===== config.mk =====
export PLATFORM = sky130hd
export DESIGN_NAME = adsr_sample_writer
export DESIGN_NICKNAME = d
export VERILOG_FILES = /design/src/rtl/adsr_sample_writer.sv
export SDC_FILE = /design/constraint.sdc
export NUM_CORES = 2
export LEC_CHECK = 0
export BUFFER_PORTS_ARGS = -buffer_cell sky130_fd_sc_hd__buf_4
export CAP_MARGIN = 15
export CORE_ASPECT_RATIO = 0.75
export CORE_UTILIZATION = 29
export DETAILED_ROUTE_END_ITERATION = 8
export GPL_TIMING_DRIVEN = 0
export PLACE_DENSITY = 0.48
export SETUP_SLACK_MARGIN = 0.02
export SLEW_MARGIN = 20
export SYNTH_ARGS = -nofsm -noshare
export SYNTH_HDL_FRONTEND = slang
export SYNTH_SLANG_ARGS = --single-unit

===== constraint.sdc =====
create_clock -name Clk -period 7.76 [get_ports Clk]
set_input_delay 0.776 -clock Clk [delete_from_list [all_inputs] [get_ports Clk]]
set_output_delay 0.776 -clock Clk [all_outputs]
set_load 0.01 [all_outputs]

===== src/rtl/adsr_sample_writer.sv =====
// ADSR-gated sample writer between the tone generators and the audio controller.
// Samples at the audio rate, scales by the envelope, and writes both DAC channels.
module adsr_sample_writer #(
    parameter int unsigned SAMPLE_DIV    = 1042,
    parameter int unsigned ATTACK_STEP   = 64,
    parameter int unsigned DECAY_STEP    = 16,
    parameter logic [15:0] SUSTAIN_LEVEL = 16'hC000,
    parameter int unsigned RELEASE_STEP  = 8
) (
    input  logic        Clk,
    input  logic        resetn,
    input  logic        note_on,
    input  logic [31:0] sample_in,
    input  logic        audio_out_allowed,
    output logic        write_audio_out,
    output logic [31:0] left_channel_audio_out,
    output logic [31:0] right_channel_audio_out,
    output logic [15:0] env_level,
    output logic [2:0]  env_state,
    output logic        overrun
);

    typedef enum logic [2:0] {
        S_IDLE    = 3'd0,
        S_ATTACK  = 3'd1,
        S_DECAY   = 3'd2,
        S_SUSTAIN = 3'd3,
        S_RELEASE = 3'd4
    } state_t;

    state_t      state_q, state_d;
    logic [15:0] env_q, env_d;
    logic [15:0] cnt_q, cnt_d;
    logic [15:0] envp_q;
    logic [31:0] s_q;
    logic        mul_q;
    logic [31:0] out_q;
    logic        pend_q;
    logic        ovr_q;
    logic        tick;

    logic [16:0] up, dec, rel;
    logic [15:0] up_sat, dec_sat, rel_sat;
    logic signed [48:0] prod;
    logic [31:0] res;
    logic        unused_ok;

    assign tick = (cnt_q == 16'(SAMPLE_DIV - 1));

    // Saturating envelope step candidates, all computed in 17 bits
    always_comb begin
        up      = {1'b0, env_q} + 17'(ATTACK_STEP);
        dec     = {1'b0, env_q} - 17'(DECAY_STEP);
        rel     = {1'b0, env_q} - 17'(RELEASE_STEP);
        up_sat  = up[16] ? 16'hFFFF : up[15:0];
        dec_sat = (dec[16] || dec[15:0] < SUSTAIN_LEVEL) ? SUSTAIN_LEVEL : dec[15:0];
        rel_sat = rel[16] ? 16'h0000 : rel[15:0];
    end

    // Envelope FSM next state; only advances on a sample tick
    always_comb begin
        state_d = state_q;
        env_d   = env_q;
        cnt_d   = tick ? 16'd0 : cnt_q + 16'd1;
        if (tick) begin
            unique case (state_q)
                S_IDLE: begin
                    env_d = 16'h0000;
                    if (note_on) begin
                        state_d = (up_sat == 16'hFFFF) ? S_DECAY : S_ATTACK;
                        env_d   = up_sat;
                    end
                end
                S_ATTACK, S_RELEASE: begin
                    if (note_on) begin
                        state_d = (up_sat == 16'hFFFF) ? S_DECAY : S_ATTACK;
                        env_d   = up_sat;
                    end else begin
                        state_d = (rel_sat == 16'h0000) ? S_IDLE : S_RELEASE;
                        env_d   = rel_sat;
                    end
                end
                S_DECAY: begin
                    if (!note_on) begin
                        state_d = (rel_sat == 16'h0000) ? S_IDLE : S_RELEASE;
                        env_d   = rel_sat;
                    end else begin
                        state_d = (dec_sat == SUSTAIN_LEVEL) ? S_SUSTAIN : S_DECAY;
                        env_d   = dec_sat;
                    end
                end
                S_SUSTAIN: begin
                    if (!note_on) begin
                        state_d = (rel_sat == 16'h0000) ? S_IDLE : S_RELEASE;
                        env_d   = rel_sat;
                    end
                end
                default: begin
                    state_d = S_IDLE;
                    env_d   = 16'h0000;
                end
            endcase
        end
    end

    // Tick counter, envelope state and sample capture
    always_ff @(posedge Clk or negedge resetn) begin
        if (!resetn) begin
            cnt_q   <= '0;
            state_q <= S_IDLE;
            env_q   <= '0;
            envp_q  <= '0;
            s_q     <= '0;
            mul_q   <= 1'b0;
        end else begin
            cnt_q   <= cnt_d;
            state_q <= state_d;
            env_q   <= env_d;
            mul_q   <= tick;
            if (tick) begin
                s_q    <= sample_in;
                envp_q <= env_q;
            end
        end
    end

    // Scale by the pre-update envelope; floor shift keeps negatives rounding down
    always_comb begin
        prod = $signed(s_q) * $signed({1'b0, envp_q});
        res  = prod[47:16];
    end

    assign unused_ok = ^{prod[48], prod[15:0]};

    // Output holding register with single-entry pending flag and sticky overrun
    always_ff @(posedge Clk or negedge resetn) begin
        if (!resetn) begin
            out_q  <= '0;
            pend_q <= 1'b0;
            ovr_q  <= 1'b0;
        end else if (mul_q) begin
            out_q  <= res;
            pend_q <= 1'b1;
            if (pend_q && !audio_out_allowed) ovr_q <= 1'b1;
        end else if (pend_q && audio_out_allowed) begin
            pend_q <= 1'b0;
        end
    end

    assign write_audio_out         = pend_q & audio_out_allowed;
    assign left_channel_audio_out  = out_q;
    assign right_channel_audio_out = out_q;
    assign env_level               = env_q;
    assign env_state               = state_q;
    assign overrun                 = ovr_q;

endmodule


==> impl_metrics.env <==
export IMPL_synthTopCellsByArea="fa_1, dfrtp_1, inv_1, nand2_1, ha_1"
export IMPL_final_layout_size_suffix_gt1_frac=0.09939
export IMPL_period_share=0.9702
export IMPL_yosysWarnings=0
export IMPL_cap_violations=0
export IMPL_path_class="flip-flop to flip-flop"
export IMPL_core_um2=80290
export IMPL_synth_fp_nets=3282
export IMPL_cts_tree="done"
export IMPL_slew_violations=0
export IMPL_post_dp_cell_area_um2=25790
export IMPL_max_freq_mhz=132.8
export IMPL_combPwrFrac=0.026
export IMPL_setup_tns_ns=0
export IMPL_r2r_start="envp_q[8]"
export IMPL_htreeDepth=4
export IMPL_clockBufferDepth=2
export IMPL_setup_worst_path_end_class="flip-flop"
export IMPL_worstSkewPairLatency_ns=0.50
export IMPL_fin_ws_ns=0.2310
export IMPL_holdWs_ns=0.1250
export IMPL_slew_headroom=0.2941
export IMPL_io_pins=121
export IMPL_areaGrowthSynthToFinish_pct=12.52
export IMPL_ir_drop_v=0.0001822
export IMPL_r2r_cells=22
export IMPL_p_int_uw=1120
export IMPL_pwr_share_seq=0.407
export IMPL_p_leak_uw=0.01344
export IMPL_drc=1
export IMPL_ant_nets=0
export IMPL_synth_enable_flop_cells=0
export IMPL_global_route_usage_total=0.2027
export IMPL_ys_seq_area_frac=0.1256
export IMPL_min_path_type="primary input to async pin"
export IMPL_drt_initial_drc_count=1428
export IMPL_swShare=0.2588
export IMPL_fin_area_um2=26460
export IMPL_tightest_slew_ns=1.059
export IMPL_overflow=0
export IMPL_cts_root_buf="clkbuf_16"
export IMPL_fin_util=0.3296
export IMPL_start_kind="flip-flop"
export IMPL_dr_pass1_iters=7
export IMPL_syn_area_per_cell_um2=8.891
export IMPL_yosys_area_top_type="fa_1"
export IMPL_final_min_clock_period_ns=7.529
export IMPL_fp_dieW_um=330.8
export IMPL_ys_ff_latch=118
export IMPL_power_density_nw_per_um2=57.12
export IMPL_crit_arrival_ns=7.87
export IMPL_dominantRegCellSynth="dfrtp_1"
export IMPL_p_switching_uw=391.1
export IMPL_finalSetupViolations=0
export IMPL_hold_viol_final=0
export IMPL_status="finished with violations"
export IMPL_p_clk_frac=0.567
export IMPL_async_flop_share=1.000
export IMPL_synthesis_area_um2=23520
export IMPL_cts_buffers_inserted=17
export IMPL_ys_types=75
export IMPL_cts_hold_buf=0
export IMPL_dieHeight_um=248.6
export IMPL_grt_pass1_wl_mm=122.3
export IMPL_io_buffer_count=120
export IMPL_rows=90
export IMPL_via_count=18290
export IMPL_clock_skew_ns=0.01782
export IMPL_dp_slack_ns=-0.2472
export IMPL_gp_congestion=0.9218
export IMPL_nets=3421
export IMPL_clk_pin_slew_ns=0.07
export IMPL_synthesis_instances=2645
export IMPL_rsz0062_at_grt="yes"
export IMPL_grt_pass1_vias=19010
export IMPL_violations="design-rule violations"
export IMPL_routed_wl_mm=79.54
export IMPL_synth_top_area_frac=0.4103
export IMPL_r2r_slack_ns=0.23
export IMPL_die_area_um2=82250
export IMPL_via_per_inst=4.745
export IMPL_antenna_found_initial=2
export IMPL_wl_per_cell_um=20.63
export IMPL_reg2reg_to="left_channel_audio_out[31]"
export IMPL_start_util=0.2929
export IMPL_post_cts_setup_buffer_count=0
export IMPL_dpl_hpwl_mm=65.50
export IMPL_antennaDiodeCount=0
export IMPL_required_ns=8.10
export IMPL_path_max_fanout=10
export IMPL_clock_sinks=118
export IMPL_grt_max_degree=85
==> placed cells by master (no fill, tap or decap), types with 6 or more instances in the layout <==
cell / count
mux2_2: 24
o21ai_0: 57
a31oi_1: 8
nor2b_1: 6
nor2_1: 57
or3_1: 6
nand3_1: 24
o31ai_1: 7
clkbuf_1: 80
inv_1: 541
clkbuf_2: 33
nand4_1: 20
xor2_1: 25
xnor2_1: 41
o21a_1: 6
and2_1: 224
nand2_1: 488
clkbuf_16: 17
nor3_1: 30
and3_1: 10
dfrtp_1: 118
a211oi_1: 6
ha_1: 119
a21oi_1: 64
o211ai_1: 9
o21ai_1: 7
buf_4: 151
fa_1: 482
a21o_1: 17
==> how the worst max path moves through the flow <==
stage | slack (ns) | to | cells past startpoint | from
4_1_cts | 0.04 | left_channel_audio_out[26] | 21 | envp_q[12]
3_5_place_dp | -0.25 | left_channel_audio_out[31] | 20 | envp_q[2]
2_1_floorplan | 1.48 | left_channel_audio_out[31] | 19 | s_q[31]
5_1_grt | -0.05 | left_channel_audio_out[26] | 22 | envp_q[10]
6_report | 0.23 | left_channel_audio_out[31] | 22 | envp_q[8]
3_3_place_gp | -1.01 | left_channel_audio_out[31] | 19 | envp_q[2]
==> metrics by stage <==
stage | std cells | power, µW
2_1_floorplan | 2645 | 633.4
3_3_place_gp | 3823 | 666.0
3_5_place_dp | 3825 | 667.9
4_1_cts | 3857 | 1537
5_1_grt | 3855 | 1564
6_report | 3855 | 1511
==> cell usage after synthesis, drive strengths merged, types with 24 or more instances <==
cell type and n:
dfrtp 118, nand3 24, xor2 25, xnor2 41, ha 119, buf 38
nand2 489, clkbuf 120, a21oi 67, and2 224, nor2 59, nor3 30
fa 482, inv 541, o21ai 65, mux2 24
==> registers in the layout, indices dropped and copies added (netlist names) <==
| register | flops |
|---|---|
| overrun | 1 |
| cnt_q | 16 |
| s_q | 32 |
| env_state | 3 |
| envp_q | 16 |
| mul_q | 1 |
| left_channel_audio_out | 32 |
| pend_q | 1 |
| env_level | 16 |
==> layer usage <==
layer  GRT usage  vias up  part of all wire
li1            -     8228                 -
met1      0.3004     9321              0.48
met3     0.06031       79             0.093
met5    0.007638        -            0.0011
met4     0.04463        2             0.018
met2      0.2863      661              0.41
==> critical path: stages (launching register included) <==
cell	delay (ns)
dfrtp_1	0.50
clkbuf_1	0.74
nand2_1	0.18
fa_1	0.57
inv_1	0.06
fa_1	0.48
fa_1	0.59
fa_1	0.46
fa_1	0.50
inv_1	0.05
fa_1	0.47
inv_1	0.04
ha_1	0.25
clkbuf_1	0.24
a21oi_1	0.35
o21bai_1	0.13
a21oi_1	0.49
nor2_1	0.10
o21ai_0	0.42
a21oi_1	0.19
a311oi_2	0.34
xnor2_1	0.15
a21oi_1	0.08
==> what timing repair did <==
item	4_1_cts	5_1_grt
gates resized for setup	9	78
cloned	0	0
endpoints found under the setup margin	3	12
pin swaps	0	0
==> power by group through the flow <==
stage                     Sequential, µW  Combinational [µW]  Clock (µW)
after floorplan                      627                6.06           0
after global placement               627                38.9           0
after detailed placement             627                40.8           0
after CTS                            616                41.0         881
after global routing                 615                44.6         904
final                                616                39.4         856
==> cells by family (layout without fill, tap and decap cells) <==
kind of cell,count (synthesis),after routing,synth area share
fa+ha+maj,601,601,0.4736
flops,118,118,0.1256
buf+inv,700,852,0.1170
xor+xnor,66,66,0.02458
compound gates,241,241,0.06901
mux,24,24,0.01149
simple gates,895,895,0.1787
==> area by class of cell <==
| type | instances | area (µm²) |
|---|---|---|
| plain buffers | 156 | 769.5 |
| fillers | 8519 | 53830 |
| multi-input cells | 1827 | 17830 |
| repair buffers | 122 | 940.9 |
| well taps | 1058 | 1324 |
| clock inverters | 14 | 165.2 |
| inverters | 542 | 2034 |
| clock buffers | 18 | 439.2 |
| flip-flops and latches | 118 | 2953 |
Note: power is estimated with default switching activity, not from simulation.
